==> config.mk <==
export PLATFORM = sky130hd
export DESIGN_NAME = keypad_scan_ctrl
export DESIGN_NICKNAME = d
export VERILOG_FILES = /design/src/rtl/keypad_pkg.sv /design/src/rtl/scan_tick_gen.sv /design/src/rtl/keypad_scan_ctrl.sv
export SDC_FILE = /design/constraint.sdc
export NUM_CORES = 1
export LEC_CHECK = 0
export ABC_CLOCK_PERIOD_IN_PS = 3000
export CORE_UTILIZATION = 50
export DETAILED_ROUTE_END_ITERATION = 7
export HOLD_SLACK_MARGIN = 0.15
export PLACE_DENSITY_LB_ADDON = 0.2
export SLEW_MARGIN = 10
export SYNTH_ARGS = -nofsm -noshare
export SYNTH_HDL_FRONTEND = slang
export SYNTH_HIERARCHICAL = 1
export SYNTH_SLANG_ARGS = --single-unit
==> constraint.sdc <==
create_clock -name clk -period 3 [get_ports clk]
set_input_delay 0.6 -clock clk [delete_from_list [all_inputs] [get_ports clk]]
set_output_delay 0.6 -clock clk [all_outputs]
set_load 0.01 [all_outputs]
==> src/rtl/keypad_pkg.sv <==
// keypad_pkg -- shared definitions for the keypad scanner.
//   kp_state_e : scanner FSM state encoding
//   COL_RESET  : column drive after reset
//   penc4()    : lowest set bit of a 4-bit vector -> 2-bit index
package keypad_pkg;

    typedef enum logic [1:0] {
        SCAN     = 2'd0,
        DEBOUNCE = 2'd1,
        PRESSED  = 2'd2
    } kp_state_e;

    localparam logic [3:0] COL_RESET = 4'b0001;

    // Lowest set bit wins; an all-zero input encodes as 0.
    function automatic logic [1:0] penc4(input logic [3:0] v);
        logic [1:0] idx;
        idx = 2'd0;
        for (int i = 3; i >= 0; i--) begin
            if (v[i]) idx = 2'(i);
        end
        return idx;
    endfunction

endpackage

==> src/rtl/scan_tick_gen.sv <==
// scan_tick_gen -- free-running divider producing a one-clock tick.
//   clk     : system clock
//   reset_p : asynchronous active-low reset, clears the counter
//   tick    : high for one clk when the counter sits at SCAN_DIV-1
module scan_tick_gen #(
    parameter int SCAN_DIV = 131072
) (
    input  logic clk,
    input  logic reset_p,
    output logic tick
);

    localparam int CW = (SCAN_DIV > 1) ? $clog2(SCAN_DIV) : 1;
    localparam logic [CW-1:0] LAST = CW'(SCAN_DIV - 1);

    logic [CW-1:0] cnt;

    assign tick = (cnt == LAST);

    always_ff @(posedge clk or negedge reset_p) begin
        if (!reset_p)  cnt <= '0;
        else if (tick) cnt <= '0;
        else           cnt <= cnt + CW'(1);
    end

endmodule

==> src/rtl/keypad_scan_ctrl.sv <==
// keypad_scan_ctrl -- 4x4 matrix keypad scanner with debounce and encoder.
//   clk       : system clock
//   reset_p   : asynchronous active-low reset
//   row       : raw row lines, active-high, asynchronous to clk
//   col       : one-hot column drive, active-high
//   key_value : encoded key, row_idx*4 + col_idx; changes only as key_valid rises
//   key_valid : debounced level, high for the whole press
module keypad_scan_ctrl
    import keypad_pkg::*;
#(
    parameter int SCAN_DIV = 131072,
    parameter int DEB_N    = 8
) (
    input  logic       clk,
    input  logic       reset_p,
    input  logic [3:0] row,
    output logic [3:0] col,
    output logic [3:0] key_value,
    output logic       key_valid
);

    localparam logic [7:0] DEB_CMP = 8'(DEB_N);

    logic       tick;
    logic [3:0] row_m, row_s;

    kp_state_e  state, state_d;
    logic [3:0] col_d;
    logic [3:0] row_ref, row_ref_d;
    logic [1:0] row_idx, row_idx_d;
    logic [1:0] col_idx, col_idx_d;
    logic [7:0] deb_cnt, deb_cnt_d;
    logic [3:0] key_value_d;
    logic       key_valid_d;

    logic [3:0] col_rot;
    logic [7:0] deb_inc;

    scan_tick_gen #(.SCAN_DIV(SCAN_DIV)) u_tick (
        .clk    (clk),
        .reset_p(reset_p),
        .tick   (tick)
    );

    // Two-flop synchroniser; nothing downstream looks at raw row.
    always_ff @(posedge clk or negedge reset_p) begin
        if (!reset_p) begin
            row_m <= '0;
            row_s <= '0;
        end else begin
            row_m <= row;
            row_s <= row_m;
        end
    end

    assign col_rot = {col[2:0], col[3]};
    assign deb_inc = deb_cnt + 8'd1;

    always_ff @(posedge clk or negedge reset_p) begin
        if (!reset_p) begin
            state     <= SCAN;
            col       <= COL_RESET;
            row_ref   <= '0;
            row_idx   <= '0;
            col_idx   <= '0;
            deb_cnt   <= '0;
            key_value <= '0;
            key_valid <= 1'b0;
        end else begin
            state     <= state_d;
            col       <= col_d;
            row_ref   <= row_ref_d;
            row_idx   <= row_idx_d;
            col_idx   <= col_idx_d;
            deb_cnt   <= deb_cnt_d;
            key_value <= key_value_d;
            key_valid <= key_valid_d;
        end
    end

    always_comb begin
        state_d     = state;
        col_d       = col;
        row_ref_d   = row_ref;
        row_idx_d   = row_idx;
        col_idx_d   = col_idx;
        deb_cnt_d   = deb_cnt;
        key_value_d = key_value;
        key_valid_d = key_valid;

        if (tick) begin
            case (state)
                SCAN: begin
                    if (row_s != 4'd0) begin
                        // Column stays put so the same key is re-sampled.
                        col_idx_d = penc4(col);
                        row_idx_d = penc4(row_s);
                        row_ref_d = row_s;
                        deb_cnt_d = 8'd1;
                        state_d   = DEBOUNCE;
                    end else begin
                        col_d = col_rot;
                    end
                end
                DEBOUNCE: begin
                    // Any change of the whole row pattern aborts the candidate.
                    if (row_s == row_ref) begin
                        if (deb_inc == DEB_CMP) begin
                            key_value_d = {row_idx, col_idx};
                            key_valid_d = 1'b1;
                            deb_cnt_d   = 8'd0;
                            state_d     = PRESSED;
                        end else begin
                            deb_cnt_d = deb_inc;
                        end
                    end else begin
                        state_d = SCAN;
                        col_d   = col_rot;
                    end
                end
                PRESSED: begin
                    // Release needs DEB_N consecutive empty ticks.
                    if (row_s == 4'd0) begin
                        if (deb_inc == DEB_CMP) begin
                            key_valid_d = 1'b0;
                            deb_cnt_d   = 8'd0;
                            state_d     = SCAN;
                            col_d       = col_rot;
                        end else begin
                            deb_cnt_d = deb_inc;
                        end
                    end else begin
                        deb_cnt_d = 8'd0;
                    end
                end
                default: begin
                    state_d   = SCAN;
                    col_d     = COL_RESET;
                    deb_cnt_d = 8'd0;
                end
            endcase
        end
    end

endmodule

==> impl_metrics.json, run 1 <==
{
  "grt_pass1_wl_mm": 7.80,
  "cp_data_arrival_time_ns": 2.82,
  "end_kind": "flop",
  "max_freq_mhz": 388,
  "start_kind": "flop",
  "clk_path_buf_depth": 2,
  "ys_types": 56,
  "min_period_ns": 2.58,
  "ys_seq_area_share_pct": 50.7,
  "cts_made_buffers": 5,
  "p_per_area_nw_per_um2": 401,
  "clk_pin_slew_ns": 0.10,
  "dr.pass1.iters": 4,
  "tightest_slew_ns": 0.639,
  "insertion_delay_ns": 0.31,
  "dp_hpwl_mm": 3.17,
  "fin_setup_tns_ns": 0,
  "synth_top_family_by_area": "simple AND/OR/NAND/NOR gates",
  "wl_mm": 4.54,
  "slowest_delay_ns": 0.43,
  "antenna_found_initial": 0,
  "post_cts_buffers": 0,
  "cp_data_required_time_ns": 3.24,
  "synthTopCellsByArea": "dfrtp_1 50%, mux2_2 4.8%, nand2_1 3.4%",
  "routedLengthMet1_mm": 2.23,
  "drc": 0,
  "worst-setup-path-type": "reg2reg",
  "dr.first_iter.drc_count": 71,
  "synth_flop_cell": "dfrtp_1",
  "irDropWorstVdd_v": 0.000311,
  "chipWidth_um": 73.7,
  "core_um2": 4820,
  "cts_tree": "built",
  "critical_path.cell_chain": "ha_1 > nand3_2 > nor4_1 > and2_1 > ha_1 > o21ai_0 > a21oi_1 > nand2_1 > mux2_2 > o21ai_2",
  "yosys.area.top_type_share_pct": 49.7,
  "leakagePower_nw": 1.23,
  "layout_commonest_cell": "dfrtp_1",
  "synthXorXnorAreaFrac_pct": 3.07,
  "synth_edf_count": 0,
  "syn-cell-area_um2": 2570,
  "io_pins": 15,
  "async_flop_share_pct": 100,
  "mostFrequentLayoutCells": "51 x dfrtp_1, 23 x nand2_1, 17 x nor2_1",
  "fin_worst_skew_ns": 0.0117,
  "slew_headroom_pct": 57.4,
  "core.rowCount": 25,
  "synth_fa_ha_area_share_pct": 1.95,
  "dr_wl_met3_um": 139,
  "status": "finished, final reports clean",
  "rsz0062_at_grt": "false",
  "finalCritPeriodShare_pct": 86.0,
  "drv_cap": 0,
  "synthCells": 243,
  "final_net_count": 269,
  "grt_pass1_vias": 1734,
  "avgSynthCellArea_um2": 10.6,
  "worstHoldPathType": "in2async",
  "worstPathMaxFanout": 10,
  "grt_max_degree": 30,
  "gp_congestion": 0.883,
  "area.growth.synth_to_final_pct": 11.7,
  "root_buffer": "clkbuf_8",
  "slew_viol_final": 0,
  "initial_utilization_pct": 53.3,
  "grtUsageTotal_pct": 18.9,
  "muxShareOfSynthArea_pct": 5.65,
  "yosys.area.top_type": "dfrtp_1",
  "wl_met2_mm": 2.13,
  "final_area_um2": 2870,
  "reg2regPathDepth": 10,
  "drive_above_1_share_pct": 14.6,
  "ys_warn_count": 6,
  "io_buffers": 14,
  "wl_per_cell_um": 13.9,
  "path_common_cell": "ha_1",
  "synth-compound-area-share_pct": 15.9,
  "synth_nets": 253,
  "top_layer": "met4",
  "vias": 1818,
  "dieArea_um2": 5430,
  "gr-total-overflow": 0,
  "synth-seq-cells": 52,
  "post_dp_cell_area_um2": 2780,
  "ant_nets": 0,
  "crit_slowest_cell": "dfrtp_1",
  "die_y_um": 73.7,
  "cts-resized-gates": 0,
  "h-tree-depth": 2,
  "yosys.area_share.simple_pct": 19.7,
  "viasPerCell": 5.56,
  "timing_hold_violations_final": 0,
  "cts_sinks": 52,
  "diodes": 0,
  "finalSetupViolCount": 0,
  "holdBufCountCts": 0
}
## final timing paths
path	end	start	slack (ns)
worst max-delay path	col[1]$_DFFE_PN0P_	u_tick/cnt[0]$_DFF_PN0_	0.42
worst min-delay path	deb_cnt[1]$_DFFE_PN0P_	reset_p	0.27
max in group asynchronous	u_tick/cnt[15]$_DFF_PN0_	reset_p	2.43
min in group clk	row_s[1]$_DFF_PN0_	row_m[1]$_DFF_PN0_	0.36
worst max register to register	col[1]$_DFFE_PN0P_	u_tick/cnt[0]$_DFF_PN0_	0.42
worst min register to register	row_s[1]$_DFF_PN0_	row_m[1]$_DFF_PN0_	0.36
## power breakdown
group,switching (mW),leakage [nW],internal [mW]
logic,0.0180,0.491,0.00981
registers,0.00562,0.690,0.706
clock network,0.240,0.0487,0.170
## metrics by stage
stage	setup WS [ns]	instances	hold WS, ns	utilization (%)	total power [mW]
3_5_place_dp	0.467	319	0.336	57.6	0.755
5_1_grt	0.0769	327	0.291	59.6	1.20
2_1_floorplan	0.481	243	0.304	-	0.731
3_3_place_gp	0.530	319	0.332	57.6	0.754
4_1_cts	0.454	327	0.270	59.6	1.17
6_report	0.421	327	0.267	59.6	1.15
## cells in the mapped netlist, types with 3 or more instances
cell type	count
nor2b_1	9
nor2_1	17
clkbuf_1	4
nand2_1	23
or4_1	3
xnor2_1	3
o21ai_0	16
dfrtp_1	51
ha_1	4
o31ai_1	5
nor4_1	6
xor2_1	6
buf_2	4
and2_1	3
mux2_2	11
inv_1	7
nand3_1	9
a21oi_1	12
## sequential cells by signal, indices dropped and copies added, names as in the netlist
name and cells:
u_tick/cnt 17, deb_cnt 8, col 4, key_value 4, row_m 4, row_ref 4
row_s 4, col_idx 2, row_idx 2, state 2, key_valid 1
## cells by family (layout without fill, tap and decap cells)
kind of cell	count (synthesis)	count (layout)
and+or+nand+nor	89	89
AOI/OAI and AO/OA	59	59
xor gates and xnor gates	9	9
buffers and inverters	17	34
muxes	13	13
DFF	52	52
adders and majority gates	4	4
## cell type report
type                    count  area (um^2)
clock buffers               5         68.8
clock inverters             3         26.3
fillers                   422         1950
inverters                   7         26.3
multi-input cells         174         1190
flip-flops and latches     52         1300
well taps                  67         83.8
repair buffers             19          173
## routing by layer
| layer | track usage (%) | vias to the layer above |
|---|---|---|
| li1 | - | 914 |
| met1 | 25.7 | 870 |
| met2 | 30.3 | 27 |
| met3 | 4.12 | 7 |
| met4 | 5.77 | 0 |
| met5 | 0 | - |
## worst max-delay path, delay by kind of cell, from the launching register on
kind | cells | cell delay, ns
DFF | 1 | 0.43
and+or+nand+nor | 4 | 0.75
muxes | 1 | 0.29
AOI/OAI and AO/OA | 3 | 0.58
adders and majority gates | 2 | 0.46
(Power assumes the default switching activity.)
==> run 2, diff against run 1 <==
--- a/config.mk
+++ b/config.mk
@@ -6,6 +6,7 @@
 export NUM_CORES = 1
 export LEC_CHECK = 0
 export ABC_CLOCK_PERIOD_IN_PS = 3000
+export CAP_MARGIN = 5
 export CORE_UTILIZATION = 50
 export DETAILED_ROUTE_END_ITERATION = 7
 export HOLD_SLACK_MARGIN = 0.15
==> results of run 2 <==
The final DEF is identical to that of run 1; final timing and power are the same.
==> run 3, diff against run 2 <==
--- a/config.mk
+++ b/config.mk
@@ -7,11 +7,11 @@
 export LEC_CHECK = 0
 export ABC_CLOCK_PERIOD_IN_PS = 3000
 export CAP_MARGIN = 5
+export CORE_MARGIN = 2
 export CORE_UTILIZATION = 50
 export DETAILED_ROUTE_END_ITERATION = 7
 export HOLD_SLACK_MARGIN = 0.15
 export PLACE_DENSITY_LB_ADDON = 0.2
-export SLEW_MARGIN = 10
 export SYNTH_ARGS = -nofsm -noshare
 export SYNTH_HDL_FRONTEND = slang
 export SYNTH_HIERARCHICAL = 1
==> impl_metrics.json, run 3 (synthesized netlist as in run 1, its figures left out) <==
{
  "post_dp_cell_area_um2": 2770,
  "grtUsageTotal_pct": 17.6,
  "dp_hpwl_mm": 3.12,
  "cp_data_required_time_ns": 3.18,
  "dieArea_um2": 5730,
  "fin_setup_tns_ns": 0,
  "root_buffer": "clkbuf_8",
  "fin_ws_ns": 0.468,
  "final_net_count": 268,
  "h-tree-depth": 2,
  "clk_pin_slew_ns": 0.10,
  "critical_path_buf_inv_count": 1,
  "worstHoldPathType": "in2async",
  "finalSetupViolCount": 0,
  "end_kind": "flop",
  "worst-setup-path-type": "reg2reg",
  "diodes": 0,
  "viasPerCell": 5.51,
  "chipWidth_um": 75.7,
  "cts-resized-gates": 0,
  "clk_path_buf_depth": 2,
  "largest_reg_flops": 17,
  "io_pins": 15,
  "p_per_area_nw_per_um2": 404,
  "slowest_delay_ns": 0.44,
  "core_um2": 5040,
  "dr.pass1.iters": 4,
  "status": "finished, final reports clean",
  "ant_nets": 0,
  "min_period_ns": 2.53,
  "area.growth.synth_to_final_pct": 11.6,
  "max_freq_mhz": 395,
  "irDropWorstVdd_v": 0.000265,
  "leakagePower_nw": 1.22,
  "cts_sinks": 52,
  "grt_pass1_wl_mm": 7.58,
  "cp_top_family": "compound AO/OA/AOI/OAI gates",
  "insertion_delay_ns": 0.31,
  "grt_pass1_vias": 1635,
  "slew_headroom_pct": 55.9,
  "tightest_slew_ns": 0.661,
  "cp_data_arrival_time_ns": 2.72,
  "worstPathMaxFanout": 10,
  "use_met1_pct": 25.1,
  "holdBufCountCts": 0,
  "drv_cap": 0,
  "cts_made_buffers": 5,
  "drive_above_1_share_pct": 14.3,
  "grt-busiest-layer": "met2",
  "rsz0062_at_grt": "false",
  "grtUsageMet3_pct": 3.97,
  "wl_mm": 4.45,
  "finalPower_mw": 1.16,
  "use_met2_pct": 26.6,
  "start_kind": "flop",
  "die_y_um": 75.7,
  "initial_utilization_pct": 50.9,
  "antenna_found_initial": 0,
  "slew_viol_final": 0,
  "top_register": "u_tick/cnt",
  "final_area_um2": 2870,
  "path_common_cell": "ha_1",
  "dp_slack_ns": 0.439,
  "whs_ns": 0.265,
  "crit_slowest_cell": "dfrtp_1",
  "fin_worst_skew_ns": 0.00685,
  "finalCritPeriodShare_pct": 84.4,
  "gr-total-overflow": 0,
  "vias": 1813,
  "wl_per_cell_um": 13.5,
  "cts_tree": "built",
  "layout_commonest_cell": "dfrtp_1",
  "dr.first_iter.drc_count": 84,
  "grt_max_degree": 30,
  "io_buffers": 14,
  "drc": 0,
  "critical_path.cell_chain": "ha_1 > nand3_2 > nor4_1 > and2_1 > ha_1 > buf_4 > and3_1 > a31oi_1 > nor2b_1 > o21ai_0 > o31ai_1",
  "post_cts_buffers": 0,
  "core.rowCount": 26,
  "top_regs": "u_tick/cnt: 17 flops, deb_cnt: 8 flops",
  "mostFrequentLayoutCells": "51 x dfrtp_1, 23 x nand2_1, 17 x nor2_1",
  "gp_congestion": 0.793,
  "timing_hold_violations_final": 0
}
## run 3: cell types whose count changed in the layout (fill, tap and decap cells not counted)
cell | before | now
buf_4 | 5 | 4
clkinvlp_4 | 0 | 1
clkinv_4 | 2 | 1
inv_8 | 0 | 1
inv_6 | 1 | 0
## run 3: path summary, 6_finish.rpt
kind                                       endpoint  cells past startpoint  slack (ns)               startpoint
setup / recovery             deb_cnt[6]$_DFFE_PN0P_                     11        0.47  u_tick/cnt[0]$_DFF_PN0_
hold / removal               deb_cnt[7]$_DFFE_PN0P_                      1        0.27                  reset_p
setup reg to reg             deb_cnt[6]$_DFFE_PN0P_                     11        0.47  u_tick/cnt[0]$_DFF_PN0_
hold reg to reg                  row_s[3]$_DFF_PN0_                      0        0.36       row_m[3]$_DFF_PN0_
max in group asynchronous  u_tick/cnt[10]$_DFF_PN0_                      2        1.97                  reset_p
min in group clk                 row_s[3]$_DFF_PN0_                      0        0.36       row_m[3]$_DFF_PN0_
## run 3: final cells by class
cell class	count	area, um^2
fill	451	2170
sequential	52	1300
multi-input combinational	174	1190
timing repair buffer	18	165
tap	70	87.6
clock buffer	5	68.8
clock inverter	3	27.5
inverter	7	26.3
## run 3: metrics by stage
step                      instances  utilization, %
final                           329            56.9
after global routing            329            56.9
after CTS                       329            56.9
after detailed placement        321            55.0
after global placement          321            55.0
after floorplan                 243               -
## run 3: layer usage
metal  up-vias  part of all wire, %
li1        913                    -
met1       877                   51
met2        16                   45
met3         7                  2.4
met4         0                  1.3
met5         -                    0
## run 3: report_power, final
group          internal [mW]  switching, mW  total [mW]  leakage (nW)
logic                0.00889         0.0180      0.0269         0.486
clock network          0.172          0.249       0.421        0.0463
registers              0.706        0.00570       0.712         0.690
